==> src/rtl/mem_access_unit_pkg.sv <==
// Shared constants, state encoding and request screening for the load/store unit.
package mem_access_unit_pkg;

  localparam logic [1:0] SZ_BYTE = 2'd0;
  localparam logic [1:0] SZ_HALF = 2'd1;
  localparam logic [1:0] SZ_WORD = 2'd2;
  localparam logic [1:0] SZ_BAD  = 2'd3;

  localparam int MEM_WORDS  = 1024;
  localparam int ADDR_BITS  = $clog2(MEM_WORDS) + 2;

  typedef enum logic [2:0] {
    ST_IDLE,
    ST_RD,
    ST_WR,
    ST_RMW_RD,
    ST_RMW_WR,
    ST_RESP,
    ST_ERR
  } state_t;

  // A request is rejected for an illegal size, misalignment, or a byte
  // address outside the 4 KB window.
  function automatic logic req_is_bad(input logic [1:0] size, input logic [31:0] addr);
    logic bad;
    bad = (addr[31:ADDR_BITS] != '0);
    case (size)
      SZ_HALF: bad = bad | addr[0];
      SZ_WORD: bad = bad | (|addr[1:0]);
      SZ_BAD:  bad = 1'b1;
      default: bad = bad;
    endcase
    return bad;
  endfunction

endpackage

==> src/rtl/mem_access_unit_lane_align.sv <==
// Combinational lane extraction/extension for loads and lane merge for sub-word stores.
module mem_lane_align
  import mem_access_unit_pkg::*;
(
  input  logic [31:0] word,
  input  logic [1:0]  addr_lo,
  input  logic [1:0]  size,
  input  logic        is_signed,
  input  logic [31:0] wdata,
  output logic [31:0] load_val,
  output logic [31:0] merged
);

  logic [7:0]  byte_lane;
  logic [15:0] half_lane;

  // NOTE: every output gets a default at the top so no path through the case infers a latch.
  always_comb begin
    byte_lane = word[{addr_lo, 3'b000} +: 8];
    half_lane = addr_lo[1] ? word[31:16] : word[15:0];
    load_val  = word;
    merged    = word;
    case (size)
      SZ_BYTE: begin
        load_val = {{24{is_signed & byte_lane[7]}}, byte_lane};
        merged[{addr_lo, 3'b000} +: 8] = wdata[7:0];
      end
      SZ_HALF: begin
        load_val = {{16{is_signed & half_lane[15]}}, half_lane};
        merged[{addr_lo[1], 4'b0000} +: 16] = wdata[15:0];
      end
      default: begin
        load_val = word;
        merged   = wdata;
      end
    endcase
  end

endmodule

==> src/rtl/mem_access_unit.sv <==
// Load/store initiator: turns byte-addressed byte/half/word requests into word
// accesses on a single-port memory, with read-modify-write for sub-word stores.
module mem_access_unit
  import mem_access_unit_pkg::*;
(
  input  logic        clock,
  input  logic        reset,
  input  logic        req_valid,
  output logic        req_ready,
  input  logic        req_we,
  input  logic [1:0]  req_size,
  input  logic        req_signed,
  input  logic [31:0] req_addr,
  input  logic [31:0] req_wdata,
  output logic        rsp_valid,
  output logic        rsp_err,
  output logic [31:0] rsp_rdata,
  output logic        mem_ren,
  output logic        mem_wen,
  output logic [31:0] mem_addr,
  output logic [31:0] mem_din,
  input  logic [31:0] mem_dout
);

  state_t      state_q, state_d;
  logic [1:0]  lane_q, lane_d;
  logic [1:0]  size_q, size_d;
  logic        signed_q, signed_d;
  logic [31:0] wdata_q, wdata_d;
  logic [31:0] word_q, word_d;
  logic [31:0] rdata_q, rdata_d;
  logic [31:0] addr_q, addr_d;
  logic [31:0] din_q, din_d;

  logic [31:0] align_word, load_val, merged;

  // The aligner sees live memory data while reading and the held word while merging.
  assign align_word = (state_q == ST_RMW_WR) ? word_q : mem_dout;

  mem_lane_align u_align (
    .word      (align_word),
    .addr_lo   (lane_q),
    .size      (size_q),
    .is_signed (signed_q),
    .wdata     (wdata_q),
    .load_val  (load_val),
    .merged    (merged)
  );

  always_comb begin
    state_d  = state_q;
    lane_d   = lane_q;
    size_d   = size_q;
    signed_d = signed_q;
    wdata_d  = wdata_q;
    word_d   = word_q;
    rdata_d  = rdata_q;
    addr_d   = addr_q;
    din_d    = din_q;
    case (state_q)
      ST_IDLE: begin
        if (req_valid) begin
          lane_d   = req_addr[1:0];
          size_d   = req_size;
          signed_d = req_signed;
          wdata_d  = req_wdata;
          rdata_d  = '0;
          if (req_is_bad(req_size, req_addr)) begin
            state_d = ST_ERR;
          end else begin
            addr_d = {2'b00, req_addr[31:2]};
            if (!req_we) begin
              state_d = ST_RD;
            end else if (req_size == SZ_WORD) begin
              din_d   = req_wdata;
              state_d = ST_WR;
            end else begin
              state_d = ST_RMW_RD;
            end
          end
        end
      end
      ST_RD: begin
        rdata_d = load_val;
        state_d = ST_RESP;
      end
      ST_WR:     state_d = ST_RESP;
      ST_RMW_RD: begin
        word_d  = mem_dout;
        state_d = ST_RMW_WR;
      end
      ST_RMW_WR: begin
        din_d   = merged;
        state_d = ST_RESP;
      end
      default:   state_d = ST_IDLE;
    endcase
  end

  // NOTE: sequential state uses non-blocking assignments so every flop samples pre-edge values.
  always_ff @(posedge clock or negedge reset) begin
    if (!reset) begin
      state_q  <= ST_IDLE;
      lane_q   <= '0;
      size_q   <= '0;
      signed_q <= 1'b0;
      wdata_q  <= '0;
      word_q   <= '0;
      rdata_q  <= '0;
      addr_q   <= '0;
      din_q    <= '0;
    end else begin
      state_q  <= state_d;
      lane_q   <= lane_d;
      size_q   <= size_d;
      signed_q <= signed_d;
      wdata_q  <= wdata_d;
      word_q   <= word_d;
      rdata_q  <= rdata_d;
      addr_q   <= addr_d;
      din_q    <= din_d;
    end
  end

  // Strobes decode the state register alone, so read and write can never overlap.
  assign req_ready = (state_q == ST_IDLE);
  assign mem_ren   = (state_q == ST_RD) || (state_q == ST_RMW_RD);
  assign mem_wen   = (state_q == ST_WR) || (state_q == ST_RMW_WR);
  assign rsp_valid = (state_q == ST_RESP) || (state_q == ST_ERR);
  assign rsp_err   = (state_q == ST_ERR);
  assign rsp_rdata = rdata_q;
  assign mem_addr  = addr_q;
  assign mem_din   = (state_q == ST_RMW_WR) ? merged : din_q;

endmodule

==> config.mk <==
export PLATFORM = sky130hd
export DESIGN_NAME = mem_access_unit
export DESIGN_NICKNAME = d
export VERILOG_FILES = /design/src/rtl/mem_access_unit_pkg.sv /design/src/rtl/mem_access_unit_lane_align.sv /design/src/rtl/mem_access_unit.sv
export SDC_FILE = /design/constraint.sdc
export NUM_CORES = 1
export LEC_CHECK = 0
export ABC_CLOCK_PERIOD_IN_PS = 5000
export BUFFER_PORTS_ARGS = -buffer_cell sky130_fd_sc_hd__buf_2
export CAP_MARGIN = 10
export CORE_ASPECT_RATIO = 0.5
export CORE_MARGIN = 10
export CORE_UTILIZATION = 35
export DETAILED_ROUTE_END_ITERATION = 16
export HOLD_SLACK_MARGIN = 0.15
export PLACE_DENSITY = 0.62
export RECOVER_POWER = 50
export SETUP_SLACK_MARGIN = 0.4
export SLEW_MARGIN = 20
export SYNTH_ARGS = -nofsm -noshare
export SYNTH_HDL_FRONTEND = slang
export SYNTH_SLANG_ARGS = --single-unit
export TNS_END_PERCENT = 5
==> constraint.sdc <==
create_clock -name clock -period 5 [get_ports clock]
set_clock_uncertainty 0.2 [all_clocks]
set_input_delay 1 -clock clock [delete_from_list [all_inputs] [get_ports clock]]
set_output_delay 1 -clock clock [all_outputs]
set_load 0.03 [all_outputs]
==> results.tsv, run 1 <==
metric	value	unit
status	complete, but fails checks	
violations	max-capacitance violations, max-slew violations	
start_util	0.355	
cp-start-kind	flop	
max_cap_violations	1	
synth_edf_count	0	
cpPeakStageDelay	520	ps
p_per_area	814	nW/µm²
cts_buffers	17	
drc_errors	0	
multi_input_area	4450	µm²
power_frac_seq	0.296	
synth_ff_type	dfrtp_1	
ys_seq_area_frac	0.464	
switching_share	0.486	
pin_count	204	
path_max_fanout	13	
clock_latency	440	ps
syn_inst	860	
arrival	3230	ps
synthTopCellsByArea	dfrtp_1 46%, mux2_2 11%, nor2_1 3.6%	
clk_path_buf_depth	2	
syn_to_final_growth	21.6	%
vias	7944	
end_kind	output port	
total_power	8860	µW
cts_root_buf	clkbuf_16	
synth_area_per_cell	10.4	µm²
holdCritPathClass	reg2reg	
p_switching	4310	µW
postCtsHoldBufs	0	
drtAntennaViolNets	0	
grt_pass1_vias	7789	
first_pass_iters	6	
dp_hpwl	23800	µm
p_int	4550	µW
route.detailed.wl_per_inst	22.8	µm
design.die.area	32800	µm²
die_width	246	µm
finalCriticalPeriod	4430	ps
dr.first_iter.drc_count	756	
grt_overflow	0	
worst-setup-path-type	reg2out	
ir_drop	0.241	mV
core_area	25200	µm²
antenna_found_initial	6	
io_buffers	201	
synth_top_area_share	0.464	
max_freq	0.226	GHz
pwr-share-clk	0.166	
slew_viol_final	111	
die_h	133	µm
holdWs	289	ps
fill_cells	2446	
tightest_slew	2880	ps
cp.required	3800	ps
setup-violations-final	0	
finalHoldViolCount	0	
gp_congestion	0.962	
p_comb_frac	0.538	
yosysMostFrequentCell	dfrtp_1	
via_per_inst	5.69	
routed_wl	31800	µm
grt_use_total	0.191	
postCtsSetupRepairBufs	0	
async_reset_ff_frac	1.00	
post-synth-top-area-cell	dfrtp_1	
num_rows	41	
synth_seq_cells	166	
power_leakage	0.00481	µW
fin_util	0.432	
tns	0	ps
cp_slowest_cell	dfrtp_2	
clkTransAtPathRegs	70	ps
ys_types	74	
nets	1147	
regArea	4160	µm²
grt_pass1_wl	48400	µm
cts_tree	yes	
grt_max_degree	111	
drive_above_1_share	0.327	
cp_cell_sequence	inv_1 -> ha_1 -> and4b_1 -> and2_0 -> a22o_1 -> a2111oi_1 -> buf_4 -> nor2_1 -> buf_2	
htreeDepth	4	
relSlewSlack	-0.922	
synth_warnings	0	
cts_sinks	166	
synth_common_cells	166 x dfrtp_1, 91 x mux2_2, 87 x nor2_1	
rsz0062_at_grt	no	
synthesis.area	8950	µm²
period_share	0.885	
power groups by stage:
stage	logic (µW)	registers, µW	clock network (µW)
final	4770	2620	1470
after global routing	5130	2690	1550
after CTS	4800	2600	1490
after detailed placement	4790	2610	0
after global placement	4720	2580	0
after floorplan	3120	2760	0
registers in the layout (all words and copies together), names as in the netlist:
name,count
signed_q,1
rsp_rdata,32
din_q,32
mem_addr,30
word_q,32
state_q,3
wdata_q,32
lane_q,2
size_q,2
layout by cell type (no fill, tap or decap), drive strengths merged, types with 6 or more instances in the layout:
master,instances
buf,187
dfrtp,166
mux2,105
nor2,87
o21ai,60
a21oi,59
clkbuf,57
nand2,56
mux2i,31
a31oi,30
inv,17
nand3,16
a221oi,13
a22o,12
a22oi,12
o221ai,12
nor2b,9
ha,8
o22ai,7
a2111oi,7
nand2b,6
nor4,6
nor3,6
worst paths after layout:
check / start / end / slack, ps / depth (start not counted)
worst max register to register: state_q[1] / din_q[21] / 1690 / 4
worst max-delay path: lane_q[0] / mem_din[13] / 570 / 9
worst min-delay path: mem_addr[0] / mem_addr[0] / 290 / 1
min in group asynchronous: reset / mem_addr[22] / 1240 / 1
max in group asynchronous: reset / word_q[15] / 1330 / 2
worst min register to register: mem_addr[0] / mem_addr[0] / 290 / 1
stage by stage:
step                      cell area [µm²]  cells  setup slack, ps
final                               10900   1396              574
after global routing                10900   1396              368
after CTS                           10900   1393              452
after detailed placement            10300   1361              843
after global placement              10300   1361              952
after floorplan                      8950    861              812
per-layer routing:
layer / wire length [µm] / track usage / share of wire
met1: 13400 / 0.247 / 0.42
met2: 15200 / 0.307 / 0.48
met3: 2590 / 0.0536 / 0.081
met4: 490 / 0.0532 / 0.015
met5: 45 / 0 / 0.0014
logic make-up (layout without fill, tap and decap cells):
kind of cell	Yosys count	after routing	synth area share
AOI/OAI and AO/OA	253	253	0.199
DFF	166	166	0.464
other	1	5	0.000419
muxes	138	138	0.175
and+or+nand+nor	208	208	0.107
adders and majority gates	8	8	0.0112
xor gates and xnor gates	2	2	0.00196
buffers and inverters	84	272	0.0412
repair_timing:
item,CTS,global route
pin swaps,0,0
setup endpoints to repair,1,1
resized for setup,1,2
worst max-delay path, delay by kind of cell (launching register included):
| family | cells | cell delay, ps |
|---|---|---|
| buffers and inverters | 3 | 570 |
| AO/OA/AOI/OAI | 2 | 740 |
| adder cells (fa/ha/maj) | 1 | 390 |
| flip-flops | 1 | 520 |
| AND/OR/NAND/NOR | 3 | 560 |
layout make-up:
class                      instances  area share
sequential                       166       0.382
timing repair buffer             224       0.104
inverter                          16     0.00552
clock inverter                    12      0.0183
tap                              344      0.0396
multi-input combinational        611       0.409
clock buffer                      20      0.0410
antenna                            3    0.000690
(Power assumes the default switching activity.)
==> run 2: changes to the inputs <==
Settings changed: CORE_UTILIZATION 35 to 45, PLACE_DENSITY 0.62 to 0.74.
==> run 2 against run 1 <==
Effect of this change:
- the run still ends with max-capacitance violations, max-slew violations left
- critical path depth is 1 lower
- global-route usage is 3.1 points higher
- cell count decreased by 5.8%
- maximum frequency about the same
- first-iteration DRC count is 39% higher
- die area fell by 20%
- sequential power decreased by 2%
- sequential cell count unchanged
- routed wire length is 6.5% lower
- worst hold slack worse by 2.5 ps
- register-to-register slack improved by 240 ps
- critical path type unchanged
- critical endpoint unchanged
- largest cell class unchanged
- largest power group unchanged
==> results.tsv, run 2 (synthesis results as in run 1) <==
metric	value	unit	change
status	complete, but fails checks		unchanged
violations	max-capacitance violations, max-slew violations		unchanged
instances_no_fill	1315		was 1396
grt_use_total	0.223		was 0.191
dp_hpwl	22200	µm	was 23800 µm
clkTransAtPathRegs	70	ps	about the same
core_area	19500	µm²	was 25200 µm²
p_int	4330	µW	was 4550 µW
ir_drop	0.293	mV	was 0.241 mV
cp-start-kind	flop		unchanged
max_cap_violations	2		was 1
gp_congestion	0.957		was 0.962
nets	1145		was 1147
holdCritPathClass	reg2reg		unchanged
finalCriticalPeriod	4430	ps	about the same
cts_buffers	17		unchanged
vias	7869		was 7944
drc_errors	0		unchanged
route.detailed.wl_per_inst	22.6	µm	was 22.8 µm
p_comb_frac	0.555		was 0.538
relSlewSlack	-0.694		was -0.922
routed_wl	29700	µm	was 31800 µm
grt_overflow	0		unchanged
die_width	219	µm	was 246 µm
switching_share	0.498		was 0.486
final_common_cell	buf_2		unchanged
fin_util	0.549		was 0.432
power_leakage	0.00480	µW	was 0.00481 µW
cp.required	3800	ps	about the same
cp_slowest_cell	a2111oi_1		was dfrtp_2
grt_pass1_vias	7809		was 7789
p_switching	4300	µW	was 4310 µW
end_kind	output port		unchanged
drtAntennaViolNets	0		unchanged
setup_slack	575	ps	was 574 ps
placedCellCount	1281		was 1361
htreeDepth	4		unchanged
via_per_inst	5.98		was 5.69
clk_path_buf_depth	2		unchanged
pin_count	204		unchanged
io_buffers	201		unchanged
postCtsHoldBufs	0		unchanged
cpPeakStageDelay	570	ps	was 520 ps
tightest_slew	2540	ps	was 2880 ps
cts_tree	yes		unchanged
clock_latency	440	ps	about the same
grt_max_degree	103		was 111
worst-setup-path-type	reg2out		unchanged
period_share	0.885		about the same
dr.first_iter.drc_count	1050		was 756
cp_cell_sequence	inv_1 -> ha_1 -> and4b_1 -> and2_0 -> a22o_1 -> a2111oi_1 -> nor2_1 -> buf_2		was inv_1 -> ha_1 -> and4b_1 -> and2_0 -> a22o_1 -> a2111oi_1 -> buf_4 -> nor2_1 -> buf_2
drive_above_1_share	0.343		was 0.327
max_freq	0.226	GHz	about the same
tns	0	ps	unchanged
antenna_found_initial	4		was 6
arrival	3230	ps	about the same
finalHoldViolCount	0		unchanged
p_per_area	807	nW/µm²	was 814 nW/µm²
pwr-share-clk	0.147		was 0.166
total_power	8630	µW	was 8860 µW
power_frac_seq	0.298		was 0.296
first_pass_iters	5		was 6
rsz0062_at_grt	no		unchanged
mostFrequentLayoutCells	183 x buf_2, 164 x dfrtp_1, 91 x mux2_2, 87 x nor2_1, 58 x a21oi_1		was 167 x buf_2, 163 x dfrtp_1, 91 x mux2_2, 87 x nor2_1, 58 x a21oi_1
num_rows	36		was 41
path_max_fanout	13		unchanged
setup-violations-final	0		unchanged
cts_sinks	166		unchanged
slew_viol_final	136		was 111
cts_root_buf	clkbuf_16		unchanged
grt_pass1_wl	45600	µm	was 48400 µm
preCtsSetupSlack	772	ps	was 843 ps
start_util	0.459		was 0.355
die_h	120	µm	was 133 µm
fill_cells	1754		was 2446
syn_to_final_growth	19.6	%	was 21.6%
design.die.area	26300	µm²	was 32800 µm²
run 2: cell count changes in the layout (fill, tap and decap cells not counted), moves of 2 or more:
cell        change
bufinv_16       -5
clkinv_2        -2
clkinv_4        +2
clkbuf_1       -18
buf_4           -2
inv_6           +4
clkinvlp_4      +2
buf_2          +16
run 2: power by group through the flow:
stage	logic (µW)	registers, µW	clock network, µW
4_1_cts	4790	2540	1280
6_report	4790	2570	1270
2_1_floorplan	3120	2760	0
5_1_grt	5160	2640	1340
3_5_place_dp	4770	2560	0
3_3_place_gp	4690	2520	0
run 2: worst paths after layout:
kind | from | end | slack, ps | depth (start not counted)
hold reg to reg | rsp_rdata[24] | rsp_rdata[24] | 290 | 2
min in group asynchronous | reset | mem_addr[10] | 1140 | 1
hold / removal | rsp_rdata[24] | rsp_rdata[24] | 290 | 2
setup reg to reg | state_q[1] | rsp_rdata[27] | 1930 | 5
max in group asynchronous | reset | wdata_q[24] | 1490 | 2
setup / recovery | lane_q[0] | mem_din[13] | 570 | 8
run 2: final cells by class:
| type | instances | area, µm² | share of cell area |
|---|---|---|---|
| inverter | 16 | 60.1 | 0.00561 |
| tap | 266 | 333 | 0.0311 |
| clock buffer | 18 | 439 | 0.0410 |
| multi-input combinational | 611 | 4460 | 0.417 |
| sequential | 166 | 4160 | 0.388 |
| clock inverter | 14 | 118 | 0.0110 |
| timing repair buffer | 222 | 1130 | 0.106 |
| antenna | 2 | 5.00 | 0.000468 |
run 2: critical path, delay by kind of cell (launching register included):
kind                       cells  cell delay (ps)
and+or+nand+nor                3              600
DFF                            1              520
adders and majority gates      1              380
buffers and inverters          2              410
AOI/OAI and AO/OA              2              860
run 2: what timing repair did:
item	in CTS	in global routing
setup endpoints to repair	1	13
cloned	0	0
gates resized for setup	1	2
buffers inserted	0	0
run 2: stage by stage:
stage / hold WS [ps] / area (µm²)
3_3_place_gp: 269 / 10200
2_1_floorplan: 275 / 8950
4_1_cts: 288 / 10700
5_1_grt: 312 / 10700
6_report: 286 / 10700
3_5_place_dp: 271 / 10200
run 2: per-layer routing:
metal | GRT usage | part of all wire | vias up | wire (µm)
met1 | 0.302 | 0.43 | 3914 | 12900
met3 | 0.0649 | 0.10 | 52 | 2990
met4 | 0.0711 | 0.017 | 4 | 516
li1 | - | - | 3536 | -
met2 | 0.335 | 0.45 | 363 | 13300
met5 | 0 | 0.00057 | - | 17
==> run 3: changes to the inputs <==
Settings changed: RECOVER_POWER 50 to not set.
==> run 3 against run 2 <==
Effect of this change:
- the run now ends clean
- sequential share of layout area fell by 0.13 points
- cell count did not move
- maximum frequency rose by 0.54%
- via count barely moved
- non-clock buffer count did not move
- clock-buffer cell count did not move
- critical path depth did not move
- register-to-register slack improved by 20 ps
- die area did not move
- combinational power barely moved
- largest cell class unchanged
- largest power group unchanged
==> results.tsv, run 3 (synthesis results as in run 1) <==
metric	value	unit	change
cp-start-kind	flop		unchanged
first_pass_iters	5		unchanged
status	complete, no violations		was complete, but fails checks
dpl_cell_area	10200	µm²	unchanged
end_kind	output port		unchanged
die_h	120	µm	unchanged
grt_pass1_vias	7809		unchanged
route.detailed.wl_per_inst	22.5	µm	was 22.6 µm
cts_tree	yes		unchanged
dp_hpwl	22200	µm	unchanged
drc_errors	0		unchanged
routed_wl	29600	µm	was 29700 µm
p_switching	4290	µW	was 4300 µW
finalHoldViolCount	0		unchanged
tns	0	ps	unchanged
final_common_cell	buf_2		unchanged
path_max_fanout	13		unchanged
relSlewSlack	0.294		was -0.694
grt_max_degree	103		unchanged
period_share	0.880		was 0.885
antenna_found_initial	4		unchanged
hold_depth	2		unchanged
worst-setup-path-type	reg2out		unchanged
clkTransAtPathRegs	70	ps	about the same
design.die.area	26300	µm²	unchanged
max_freq	0.227	GHz	was 0.226 GHz
die_width	219	µm	unchanged
slew_viol_final	0		was 136
via_per_inst	5.99		was 5.98
cts_root_buf	clkbuf_16		unchanged
clk_path_buf_depth	2		unchanged
tightest_slew	1060	ps	was 2540 ps
setup-violations-final	0		unchanged
clock_latency	440	ps	about the same
power_leakage	0.00486	µW	was 0.00480 µW
holdCritPathClass	reg2reg		unchanged
switching_share	0.496		was 0.498
pin_count	204		unchanged
arrival	3200	ps	was 3230 ps
io_buffers	201		unchanged
vias	7876		was 7869
cts_sinks	166		unchanged
p_int	4350	µW	was 4330 µW
cts_buffers	17		unchanged
design_area	10700	µm²	about the same
finalCriticalPeriod	4400	ps	was 4430 ps
holdWs	284	ps	was 286 ps
nets	1145		unchanged
reg2reg_depth	5		unchanged
cp.required	3800	ps	about the same
drtAntennaViolNets	0		unchanged
syn_to_final_growth	20.0	%	was 19.6%
max_cap_violations	0		was 2
ir_drop	0.292	mV	was 0.293 mV
htreeDepth	4		unchanged
pwr-share-clk	0.146		was 0.147
power_frac_seq	0.297		was 0.298
postCtsSetupRepairBufs	0		unchanged
mostFrequentLayoutCells	200 x buf_2, 164 x dfrtp_1, 91 x mux2_2, 87 x nor2_1, 58 x a21oi_1		was 183 x buf_2, 164 x dfrtp_1, 91 x mux2_2, 87 x nor2_1, 58 x a21oi_1
core_area	19500	µm²	unchanged
gp_congestion	0.957		unchanged
dr.first_iter.drc_count	1026		was 1050
p_per_area	804	nW/µm²	was 807 nW/µm²
drive_above_1_share	0.360		was 0.343
rsz0062_at_grt	no		unchanged
p_comb_frac	0.556		was 0.555
grt_use_total	0.223		unchanged
grt_pass1_wl	45600	µm	unchanged
grt_overflow	0		unchanged
start_util	0.459		unchanged
total_power	8640	µW	was 8630 µW
num_rows	36		unchanged
[run 3: cell count changes in the layout (fill, tap and decap cells not counted)]
cell	previous run	this run
buf_2	183	200
buf_4	18	21
buf_6	0	1
clkbuf_1	18	0
clkbuf_2	3	0
[run 3: stage by stage]
step	setup WS, ps	utilization	std cells
after CTS	424	0.550	1313
final	598	0.551	1315
after floorplan	812	-	861
after global placement	863	0.521	1281
after detailed placement	772	0.521	1281
after global routing	391	0.550	1313
[run 3: final timing paths]
path / slack (ps) / end / startpoint
max in group asynchronous: 3080 / din_q[24] / reset
setup / recovery: 600 / mem_din[13] / lane_q[0]
min in group asynchronous: 470 / mem_addr[18] / reset
setup reg to reg: 1950 / rsp_rdata[27] / state_q[1]
hold / removal: 280 / rsp_rdata[24] / rsp_rdata[24]
hold reg to reg: 280 / rsp_rdata[24] / rsp_rdata[24]
[run 3: routing by layer]
metal / up-vias / share of wire / GRT usage
li1: 3538 / - / -
met1: 3911 / 0.43 / 0.302
met2: 373 / 0.45 / 0.335
met3: 50 / 0.10 / 0.0649
met4: 4 / 0.019 / 0.0711
met5: - / 0.00057 / 0
[run 3: layout make-up]
| class | instances | area [µm²] |
|---|---|---|
| antenna | 2 | 5.00 |
| clock buffer | 18 | 439 |
| clock inverter | 14 | 118 |
| fill | 1736 | 8760 |
| inverter | 16 | 60.1 |
| multi-input combinational | 611 | 4460 |
| sequential | 166 | 4160 |
| tap | 266 | 333 |
| timing repair buffer | 222 | 1170 |
[run 3: what timing repair did]
| item | 4_1_cts | 5_1_grt |
|---|---|---|
| endpoints found under the setup margin | 1 | 13 |
| cloned | 0 | 0 |
| hold buffers | 0 | 0 |
| gates resized for setup | 1 | 2 |
[run 3: critical path, stage by stage, from the launching register on]
cell	delay (ps)
dfrtp_2	520
inv_1	200
ha_1	380
and4b_1	210
and2_0	290
a22o_1	300
a2111oi_1	550
nor2_1	100
buf_2	210
[run 3: power by group through the flow]
stage | Combinational (µW) | Clock [µW] | Sequential (µW)
floorplan | 3120 | 0 | 2760
global placement | 4690 | 0 | 2520
detailed placement | 4770 | 0 | 2560
CTS | 4790 | 1280 | 2540
global route | 5180 | 1340 | 2640
finish | 4810 | 1260 | 2570
